File: config.mk
export PLATFORM = sky130hd
export DESIGN_NAME = spoc_post_processor_flat
export DESIGN_NICKNAME = d
export VERILOG_FILES = /design/src/rtl/spoc_pp_pkg.sv /design/src/rtl/spoc_post_processor_if.sv /design/src/rtl/spoc_post_processor.sv /design/src/flat_wrapper.sv
export SDC_FILE = /design/constraint.sdc
export NUM_CORES = 1
export LEC_CHECK = 0
export BUFFER_PORTS_ARGS = -buffer_cell sky130_fd_sc_hd__clkbuf_2
export CAP_MARGIN = 15
export CORE_UTILIZATION = 57
export DETAILED_ROUTE_END_ITERATION = 8
export GPL_TIMING_DRIVEN = 0
export PLACE_DENSITY = 0.86
export REMOVE_ABC_BUFFERS = 1
export SETUP_SLACK_MARGIN = 0.15
export SLEW_MARGIN = 30
export SYNTH_ARGS = -nofsm -noshare
export SYNTH_HDL_FRONTEND = slang
export SYNTH_SLANG_ARGS = --single-unit
File: constraint.sdc
create_clock -name clk -period 6.55 [get_ports clk]
set_input_delay 0 -clock clk [delete_from_list [all_inputs] [get_ports clk]]
set_output_delay 0 -clock clk [all_outputs]
set_load 0.01 [all_outputs]
File: src/rtl/spoc_pp_pkg.sv
// Shared types and constants for the SpoC-64 post-processor.
package spoc_pp_pkg;

  typedef enum logic [2:0] {
    S_IDLE,
    S_HDR,
    S_DATA,
    S_TAGH,
    S_TAG,
    S_AUTH,
    S_STAT
  } state_t;

  localparam logic [3:0]  OP_ENC         = 4'h2;
  localparam logic [3:0]  OP_DEC         = 4'h3;
  localparam logic [3:0]  HDR_TYPE_TAG   = 4'h8;
  localparam logic [31:0] STATUS_SUCCESS = 32'hE000_0000;
  localparam logic [31:0] STATUS_FAILURE = 32'hF000_0000;

  // Big-endian byte mask: valid bytes start at the MSB.
  function automatic logic [31:0] byte_mask(input logic [3:0] size);
    case (size)
      4'd0:    byte_mask = '0;
      4'd1:    byte_mask = 32'hFF00_0000;
      4'd2:    byte_mask = 32'hFFFF_0000;
      4'd3:    byte_mask = 32'hFFFF_FF00;
      default: byte_mask = '1;
    endcase
  endfunction

endpackage

File: src/rtl/spoc_post_processor_if.sv
// Command, cipher-core and output stream signals of the post-processor.
interface spoc_post_processor_if;
  logic [31:0] cmd_data;
  logic        cmd_valid;
  logic        cmd_ready;
  logic [31:0] bdo;
  logic        bdo_valid;
  logic        bdo_ready;
  logic [3:0]  bdo_size;
  logic        end_of_block;
  logic        msg_auth;
  logic        msg_auth_valid;
  logic        msg_auth_ready;
  logic [31:0] do_data;
  logic        do_valid;
  logic        do_ready;
  logic        do_last;

  modport master (
    output cmd_data, cmd_valid, bdo, bdo_valid, bdo_size, end_of_block,
           msg_auth, msg_auth_valid, do_ready,
    input  cmd_ready, bdo_ready, msg_auth_ready, do_data, do_valid, do_last
  );

  modport slave (
    input  cmd_data, cmd_valid, bdo, bdo_valid, bdo_size, end_of_block,
           msg_auth, msg_auth_valid, do_ready,
    output cmd_ready, bdo_ready, msg_auth_ready, do_data, do_valid, do_last
  );
endinterface

File: src/rtl/spoc_post_processor.sv
// SpoC-64 output stage: merges header, data, tag and status into one stream.
// Define PP_MASK_EN to zero the invalid trailing bytes of partial data words.
module spoc_post_processor
  import spoc_pp_pkg::*;
#(
  parameter int unsigned TAG_WORDS = 2,
  parameter int unsigned W         = 32
) (
  input logic                   clk,
  input logic                   rst,
  spoc_post_processor_if.slave  bus
);

  state_t             state_q;
  logic               en_q;
  logic               dec_q;
  logic               auth_ok_q;
  logic signed [16:0] cnt_q;
  logic [7:0]         tag_cnt_q;
  logic [W-1:0]       do_data_q;
  logic               do_valid_q;
  logic               do_last_q;

  logic               can_load;
  logic               cmd_fire;
  logic               bdo_fire;
  logic               auth_fire;
  logic [3:0]         opcode;
  logic [3:0]         size_eff;
  logic signed [16:0] cnt_d;
  logic [W-1:0]       data_d;
  logic               unused_eob;

  assign unused_eob = bus.end_of_block;
  assign opcode     = bus.cmd_data[31:28];

  // en_q keeps every ready low for the first cycle out of reset.
  assign can_load           = en_q & (~do_valid_q | bus.do_ready);
  assign bus.cmd_ready      = can_load & (state_q == S_IDLE || state_q == S_HDR);
  assign bus.bdo_ready      = can_load & (state_q == S_DATA || state_q == S_TAG);
  assign bus.msg_auth_ready = can_load & (state_q == S_AUTH);
  assign cmd_fire           = bus.cmd_valid & bus.cmd_ready;
  assign bdo_fire           = bus.bdo_valid & bus.bdo_ready;
  assign auth_fire          = bus.msg_auth_valid & bus.msg_auth_ready;

  assign bus.do_data  = do_data_q;
  assign bus.do_valid = do_valid_q;
  assign bus.do_last  = do_last_q;

  always_comb begin
    size_eff = bus.bdo_size;
    if ($signed({13'b0, bus.bdo_size}) > cnt_q) size_eff = cnt_q[3:0];
    cnt_d = cnt_q - $signed({13'b0, size_eff});
`ifdef PP_MASK_EN
    data_d = bus.bdo & byte_mask(size_eff);
`else
    data_d = bus.bdo;
`endif
  end

  always_ff @(posedge clk or posedge rst) begin
    if (rst) begin
      state_q    <= S_IDLE;
      en_q       <= 1'b0;
      dec_q      <= 1'b0;
      auth_ok_q  <= 1'b0;
      cnt_q      <= '0;
      tag_cnt_q  <= '0;
      do_data_q  <= '0;
      do_valid_q <= 1'b0;
      do_last_q  <= 1'b0;
    end else begin
      en_q <= 1'b1;
      if (do_valid_q && bus.do_ready) begin
        do_valid_q <= 1'b0;
        do_last_q  <= 1'b0;
      end
      case (state_q)
        S_IDLE: if (cmd_fire && (opcode == OP_ENC || opcode == OP_DEC)) begin
          dec_q   <= (opcode == OP_DEC);
          state_q <= S_HDR;
        end
        S_HDR: if (cmd_fire) begin
          do_data_q  <= bus.cmd_data;
          do_valid_q <= 1'b1;
          do_last_q  <= 1'b0;
          cnt_q      <= $signed({1'b0, bus.cmd_data[15:0]});
          tag_cnt_q  <= '0;
          if (bus.cmd_data[15:0] == 16'h0) state_q <= dec_q ? S_AUTH : S_TAGH;
          else                             state_q <= S_DATA;
        end
        S_DATA: if (bdo_fire) begin
          do_data_q  <= data_d;
          do_valid_q <= 1'b1;
          do_last_q  <= 1'b0;
          cnt_q      <= cnt_d;
          if (cnt_d <= 17'sd0) state_q <= dec_q ? S_AUTH : S_TAGH;
        end
        S_TAGH: if (can_load) begin
          do_data_q  <= {HDR_TYPE_TAG, 4'h3, 8'h00, 16'(TAG_WORDS * 4)};
          do_valid_q <= 1'b1;
          do_last_q  <= 1'b0;
          state_q    <= S_TAG;
        end
        S_TAG: if (bdo_fire) begin
          do_data_q  <= bus.bdo;
          do_valid_q <= 1'b1;
          do_last_q  <= 1'b0;
          if (tag_cnt_q == 8'(TAG_WORDS - 1)) begin
            auth_ok_q <= 1'b1;
            state_q   <= S_STAT;
          end else begin
            tag_cnt_q <= tag_cnt_q + 8'd1;
          end
        end
        S_AUTH: if (auth_fire) begin
          auth_ok_q <= bus.msg_auth;
          state_q   <= S_STAT;
        end
        S_STAT: if (can_load) begin
          do_data_q  <= auth_ok_q ? STATUS_SUCCESS : STATUS_FAILURE;
          do_valid_q <= 1'b1;
          do_last_q  <= 1'b1;
          state_q    <= S_IDLE;
        end
        default: state_q <= S_IDLE;
      endcase
    end
  end

endmodule

File: src/flat_wrapper.sv
// flat-port wrapper written by rule: the top's interface ports become plain ports
module spoc_post_processor_flat import spoc_pp_pkg::*;
#(
  parameter int unsigned TAG_WORDS = 2,
  parameter int unsigned W         = 32
)
  (clk, rst, bus_cmd_data, bus_cmd_valid, bus_bdo, bus_bdo_valid, bus_bdo_size, bus_end_of_block, bus_msg_auth, bus_msg_auth_valid, bus_do_ready, bus_cmd_ready, bus_bdo_ready, bus_msg_auth_ready, bus_do_data, bus_do_valid, bus_do_last);
  spoc_post_processor_if bus_i ();
  input logic clk;
  input logic rst;
  input wire logic [$bits(bus_i.cmd_data)-1:0] bus_cmd_data;
  input wire logic [$bits(bus_i.cmd_valid)-1:0] bus_cmd_valid;
  input wire logic [$bits(bus_i.bdo)-1:0] bus_bdo;
  input wire logic [$bits(bus_i.bdo_valid)-1:0] bus_bdo_valid;
  input wire logic [$bits(bus_i.bdo_size)-1:0] bus_bdo_size;
  input wire logic [$bits(bus_i.end_of_block)-1:0] bus_end_of_block;
  input wire logic [$bits(bus_i.msg_auth)-1:0] bus_msg_auth;
  input wire logic [$bits(bus_i.msg_auth_valid)-1:0] bus_msg_auth_valid;
  input wire logic [$bits(bus_i.do_ready)-1:0] bus_do_ready;
  output wire logic [$bits(bus_i.cmd_ready)-1:0] bus_cmd_ready;
  output wire logic [$bits(bus_i.bdo_ready)-1:0] bus_bdo_ready;
  output wire logic [$bits(bus_i.msg_auth_ready)-1:0] bus_msg_auth_ready;
  output wire logic [$bits(bus_i.do_data)-1:0] bus_do_data;
  output wire logic [$bits(bus_i.do_valid)-1:0] bus_do_valid;
  output wire logic [$bits(bus_i.do_last)-1:0] bus_do_last;
  assign bus_i.cmd_data = bus_cmd_data;
  assign bus_i.cmd_valid = bus_cmd_valid;
  assign bus_i.bdo = bus_bdo;
  assign bus_i.bdo_valid = bus_bdo_valid;
  assign bus_i.bdo_size = bus_bdo_size;
  assign bus_i.end_of_block = bus_end_of_block;
  assign bus_i.msg_auth = bus_msg_auth;
  assign bus_i.msg_auth_valid = bus_msg_auth_valid;
  assign bus_i.do_ready = bus_do_ready;
  assign bus_cmd_ready = bus_i.cmd_ready;
  assign bus_bdo_ready = bus_i.bdo_ready;
  assign bus_msg_auth_ready = bus_i.msg_auth_ready;
  assign bus_do_data = bus_i.do_data;
  assign bus_do_valid = bus_i.do_valid;
  assign bus_do_last = bus_i.do_last;
  spoc_post_processor #(.TAG_WORDS(TAG_WORDS), .W(W)) u_core (.clk(clk), .rst(rst), .bus(bus_i));
endmodule
After elaboration in Yosys (flattened, before gate mapping)
Cells that the tools add are included.
{"block": "classes", "add_sub_neg": 2, "magnitude_cmp": 2, "eq_ne": 20, "mux": 41, "bitwise": 9, "reduce_logical": 19}
{"operator": "$mux W32", "n": 4}
{"operator": "$pmux W32 S4", "n": 1}
{"operator": "$mux W17", "n": 2}
{"operator": "$pmux W17 S2", "n": 1}
{"operator": "$mux W3", "n": 11}
{"operator": "$mux W29", "n": 1}
{"operator": "$mux W8", "n": 3}
{"operator": "$pmux W3 S7", "n": 1}
{"operator": "$gt A5 B17 Y1", "n": 1}
{"operator": "$le A17 B1 Y1 const B", "n": 1}
{"operator": "$sub A17 B5 Y17", "n": 1}
{"operator": "$logic_not A16 Y1", "n": 1}
{"operator": "$pmux W8 S2", "n": 1}
{"operator": "$ne A2 B1 Y1 const B", "n": 7}
{"operator": "$mux W1", "n": 12}
{"operator": "$eq A3 B3 Y1 const B", "n": 3}
{"operator": "$reduce_and A9 Y1", "n": 1}
{"operator": "$add A8 B1 Y8 const B", "n": 1}
{"operator": "$eq A4 B2 Y1 const B", "n": 2}
{"operator": "$eq A8 B1 Y1 const B", "n": 1}
{"operator": "$ne A2 B2 Y1 const B", "n": 4}
{"operator": "$reduce_and A4 Y1", "n": 2}
{"operator": "$and A1 B1 Y1", "n": 7}
{"operator": "$eq A3 B2 Y1 const B", "n": 2}
{"operator": "other kinds (16)", "n": 22}
{"block": "totals", "regBits": 65, "in_bits": 76, "out_inout_bits": 37, "elab_cells": 102}

Longest topological paths before layout
{"block": "logic_depth", "depth_word": 8, "depth_mapped": 18, "mapped_depth_nobuf": 17}

Worst setup path after synthesis
Ideal clock, no wire load.
{"block": "synth_timing", "kind": "register to register", "start": "register u_core.cnt_q[11]", "end": "register u_core.state_q[1]", "setup_ns": 0.129, "arrival_time_ns": 4.009, "t_required_ns": 6.421, "slack_ns": 2.412, "stages_incl_launch_ff": 15, "path_buffers": 0, "period_less_slack_ns": 4.138, "path_cell_list": "dfrtp_1 or4_1 nor3_1 a21oi_1 a31oi_1 mux2i_1 ha_1 inv_1 fa_1 or4b_1 a211oi_1 nand4_1 a2111oi_2 a21oi_1 a2111o_1"}
{"block": "synth_via", "elab_chain_cells": 6}
{"item": "from (decl)", "line": "spoc_post_processor.sv:18", "source": "logic signed [16:0] cnt_q;"}
{"item": "from (signal assigned)", "line": "spoc_post_processor.sv:87", "source": "cnt_q <= $signed({1'b0, bus.cmd_data[15:0]});"}
{"item": "from (signal assigned)", "line": "spoc_post_processor.sv:96", "source": "cnt_q <= cnt_d;"}
{"item": "$gt A5 B17 Y1", "line": "spoc_post_processor.sv:52", "source": "if ($signed({13'b0, bus.bdo_size}) > cnt_q) size_eff = cnt_q[3:0];"}
{"item": "$mux W4", "line": "spoc_post_processor.sv:52"}
{"item": "$sub A17 B5 Y17 *", "line": "spoc_post_processor.sv:53", "source": "cnt_d = cnt_q - $signed({13'b0, size_eff});"}
{"item": "$le A17 B1 Y1 *", "line": "spoc_post_processor.sv:97", "source": "if (cnt_d <= 17'sd0) state_q <= dec_q ? S_AUTH : S_TAGH;"}
{"item": "$ne A2 B2 Y1 (no source line) *"}
{"item": "$reduce_and A9 Y1 (no source line) *"}
{"item": "to (signal assigned)", "line": "spoc_post_processor.sv:89", "source": "if (bus.cmd_data[15:0] == 16'h0) state_q <= dec_q ? S_AUTH : S_TAGH;"}
{"item": "to (signal assigned)", "line": "spoc_post_processor.sv:97"}
{"item": "to (decl)", "line": "spoc_post_processor.sv:14", "source": "state_t state_q;"}
Every way passes the cells marked *; elsewhere a longest branch is shown, timed or not.
A chain may end at the register's enable or synchronous reset.

Worst setup path after layout
{"block": "layout_timing", "start": "register u_core.cnt_q[11]", "end": "register u_core.state_q[0]"}
The elaborated chain is that of the path after synthesis.

==> run metrics <==
Synth Register Bits=65; Max Transition Viols Final=0; Clock Latency Late Sink=0.36 ns; Total GRT Usage=0.3861; slowest stage cell, crit path=or4_1; critical path class=reg2reg; sequential fraction of the synthesis area=0.4096; LEAKAGE=0.002421 uW; TritonRoute pass-1 iters=6; Non-Filler Instances=697; Place WS=2.023 ns; drt via density=6.644; WP data required=6.78 ns; antenna cell count=0; Final ANT Viol Nets=0; core footprint=6756 um^2; dpl hpwl=7.565 mm; Yosys top cell by area=dfrtp_1; P&R area growth vs syn=35.29%; post-synthesis cell area=3971 um^2; Top FF cell, synth=dfrtp_1; synth top area cells=dfrtp_1, a21oi_1, nor2_1, a22oi_1, o21ai_0; first-pass GRT wire length=21.74 mm; crit path cell chain=or4_1 -> nor3_1 -> a21oi_1 -> a31oi_1 -> mux2i_1 -> ha_1 -> inv_1 -> fa_1 -> and3_1 -> nor3b_2 -> nand2_1 -> a2111oi_2 -> a21oi_1 -> o41ai_2; ys async rst share=1.000; Final Cycle Share=0.7304; max cap viols=0; Synth top area share=0.4096; cts bufs inserted=9; Fin Clk Skew=0.01571 ns; Iteration-0 DRC Markers=591; vias=4,631; vias in the first global route=4,551; slew of the pin with the lowest slew margin=0.9812 ns; remaining routing DRC violations=0; CP Launch Type=flop; synth unique cells=62; Total Routed Length=13.63 mm; crit end category=flop; dpl cells=628; Crit path largest cell delay=0.59 ns; critical path arrival=5.02 ns; grt total ovfl=0; clock net sink count=65; outcome=complete, no violations; PostCTS Resize Cnt=0; WL/cell=19.55 um; I/O pin cnt=113; Final WS setup=1.766 ns; max_slew headroom=0.3443; DIE WIDTH=85.47 um; pwr/cell area=447.7 nW/um^2; CP Launch Point=u_core.cnt_q[11]$_DFFE_PP0P_; root buffer cell=clkbuf_8; final net count=699; DIE AREA=7305 um^2; clock slew at reported path FFs=0.09 ns; worst path bufs/invs=1; Hold WC Path Type=in2reg; Setup TNS Final=0 ns; r2r startpoint=u_core.cnt_q[11]$_DFFE_PP0P_; Crit path max-delay family=simple AND/OR/NAND/NOR gates; Mean Syn Cell Area=8.615 um^2; hold_sp=bus_cmd_data[12]; Die H=85.47 um; FMAX=0.2090 GHz; Tmin final=4.784 ns; synthesized instance count=461; Fin. Hold Viols=0; RSZ-0062 raised after global routing=no; # rows=30; share of cells above drive strength 1=0.2431; CTS tree=done; gpl congestion=0.8686; Clock Path Buffers=2; Ys Warns=0; number of synthesized flops with an enable pin=0; PortBufs=111; largest net degree at the start of global routing=43; htree depth=3; peak supply drop=256.1 uV; Crit path top cell by count=a21oi_1; Starting Density=0.5878; CP Max Fanout=8; antenna violations before repair=0; Setup violations, final=0
[power breakdown]
part / internal (uW) / total, uW / switching [uW] / leakage, uW
registers: 565 / 750 / 185 / 0.000779
clock network: 226 / 408 / 181 / 0.000116
logic: 527 / 1250 / 722 / 0.00153
[state kept, by name, summed over array words and instances, names as in the netlist]
signal               flops
u_core.state_q           3
u_core.bus.do_valid      1
u_core.tag_cnt_q         8
u_core.bus.do_last       1
u_core.dec_q             1
u_core.auth_ok_q         1
u_core.bus.do_data      32
u_core.cnt_q            17
u_core.en_q              1
[per-layer routing]
| metal | GRT usage | up-vias | routed length [um] |
|---|---|---|---|
| met4 | 0.2485 | 0 | 925 |
| met2 | 0.6509 | 363 | 6678 |
| met5 | 0 | - | 0 |
| met1 | 0.4341 | 2135 | 4764 |
| li1 | - | 2021 | - |
| met3 | 0.1002 | 112 | 1260 |
[cells in the final DEF, fill, tap and decap left out, types with 10 or more instances in the layout]
cell | Yosys | layout
a22oi_1 | 28 | 28
o21ai_0 | 35 | 35
dlygate4sd3_1 | 0 | 53
clkbuf_2 | 0 | 111
nor2_1 | 62 | 61
ha_1 | 10 | 10
dfrtp_1 | 65 | 65
a21oi_1 | 56 | 54
clkbuf_8 | 0 | 10
nand2_1 | 28 | 28
[cell usage after synthesis (5+ instances only)]
library cell,count
nand2_1,28
nand2b_1,8
a31oi_1,6
a22oi_1,28
o21ai_0,35
nor3_1,9
ha_1,10
dfrtp_1,65
a21oi_1,56
nor2b_1,5
clkbuf_1,23
o31ai_1,5
mux2i_1,8
nand4_1,6
o22ai_1,7
nor4_1,8
inv_1,10
nand3_1,6
nor2_1,62
[layout make-up]
type | count | area (um^2)
multi-input combinational | 357 | 2216
sequential | 65 | 1627
fill | 391 | 1384
timing repair buffer | 167 | 1154
clock buffer | 10 | 137.6
tap | 80 | 100.1
clock inverter | 6 | 91.34
inverter | 12 | 47.55
[through the flow]
step | instance area [um^2] | hold WS [ns] | utilization | power (uW)
finish | 5373 | 0.01188 | 0.7952 | 2405
global route | 5373 | 0.03432 | 0.7952 | 2546
CTS | 5373 | 0.004332 | 0.7952 | 2285
detailed placement | 4613 | 0.009144 | 0.6828 | 1801
global placement | 4524 | 0.2513 | 0.6696 | 1706
floorplan | 3869 | 0.1500 | - | 1420
[kinds of logic after synthesis]
logic type,count (synthesis),synth area share
mux,12,0.03151
flops,65,0.4096
xor+xnor,5,0.01103
buf+inv,39,0.03718
fa+ha+maj,11,0.03655
simple gates,160,0.2057
other cells,1,0.0009443
compound gates,168,0.2675
[worst min-delay path: stages]
cell,delay (ns)
clkbuf_2,0.12
a32oi_1,0.06
o21ai_0,0.14
[what timing repair did]
item,CTS,global route
setup buffers,0,0
endpoints found under the hold margin,101,0
hold buffers,53,0
[worst paths after layout]
check                           slack (ns)  cells after the start                            endpoint
worst max-delay path                  1.77                     14       u_core.state_q[0]$_DFFE_PP0P_
worst min-delay path                  0.01                      3        u_core.cnt_q[12]$_DFFE_PP0P_
worst max register to register        1.77                     14       u_core.state_q[0]$_DFFE_PP0P_
worst min register to register        0.52                      1     u_core.tag_cnt_q[6]$_DFFE_PP0P_
max in group asynchronous             5.82                      4        u_core.cnt_q[14]$_DFFE_PP0P_
min in group asynchronous             0.18                      3  u_core.bus.do_data[17]$_DFFE_PP0P_
Note: power is estimated with default switching activity, not from simulation.
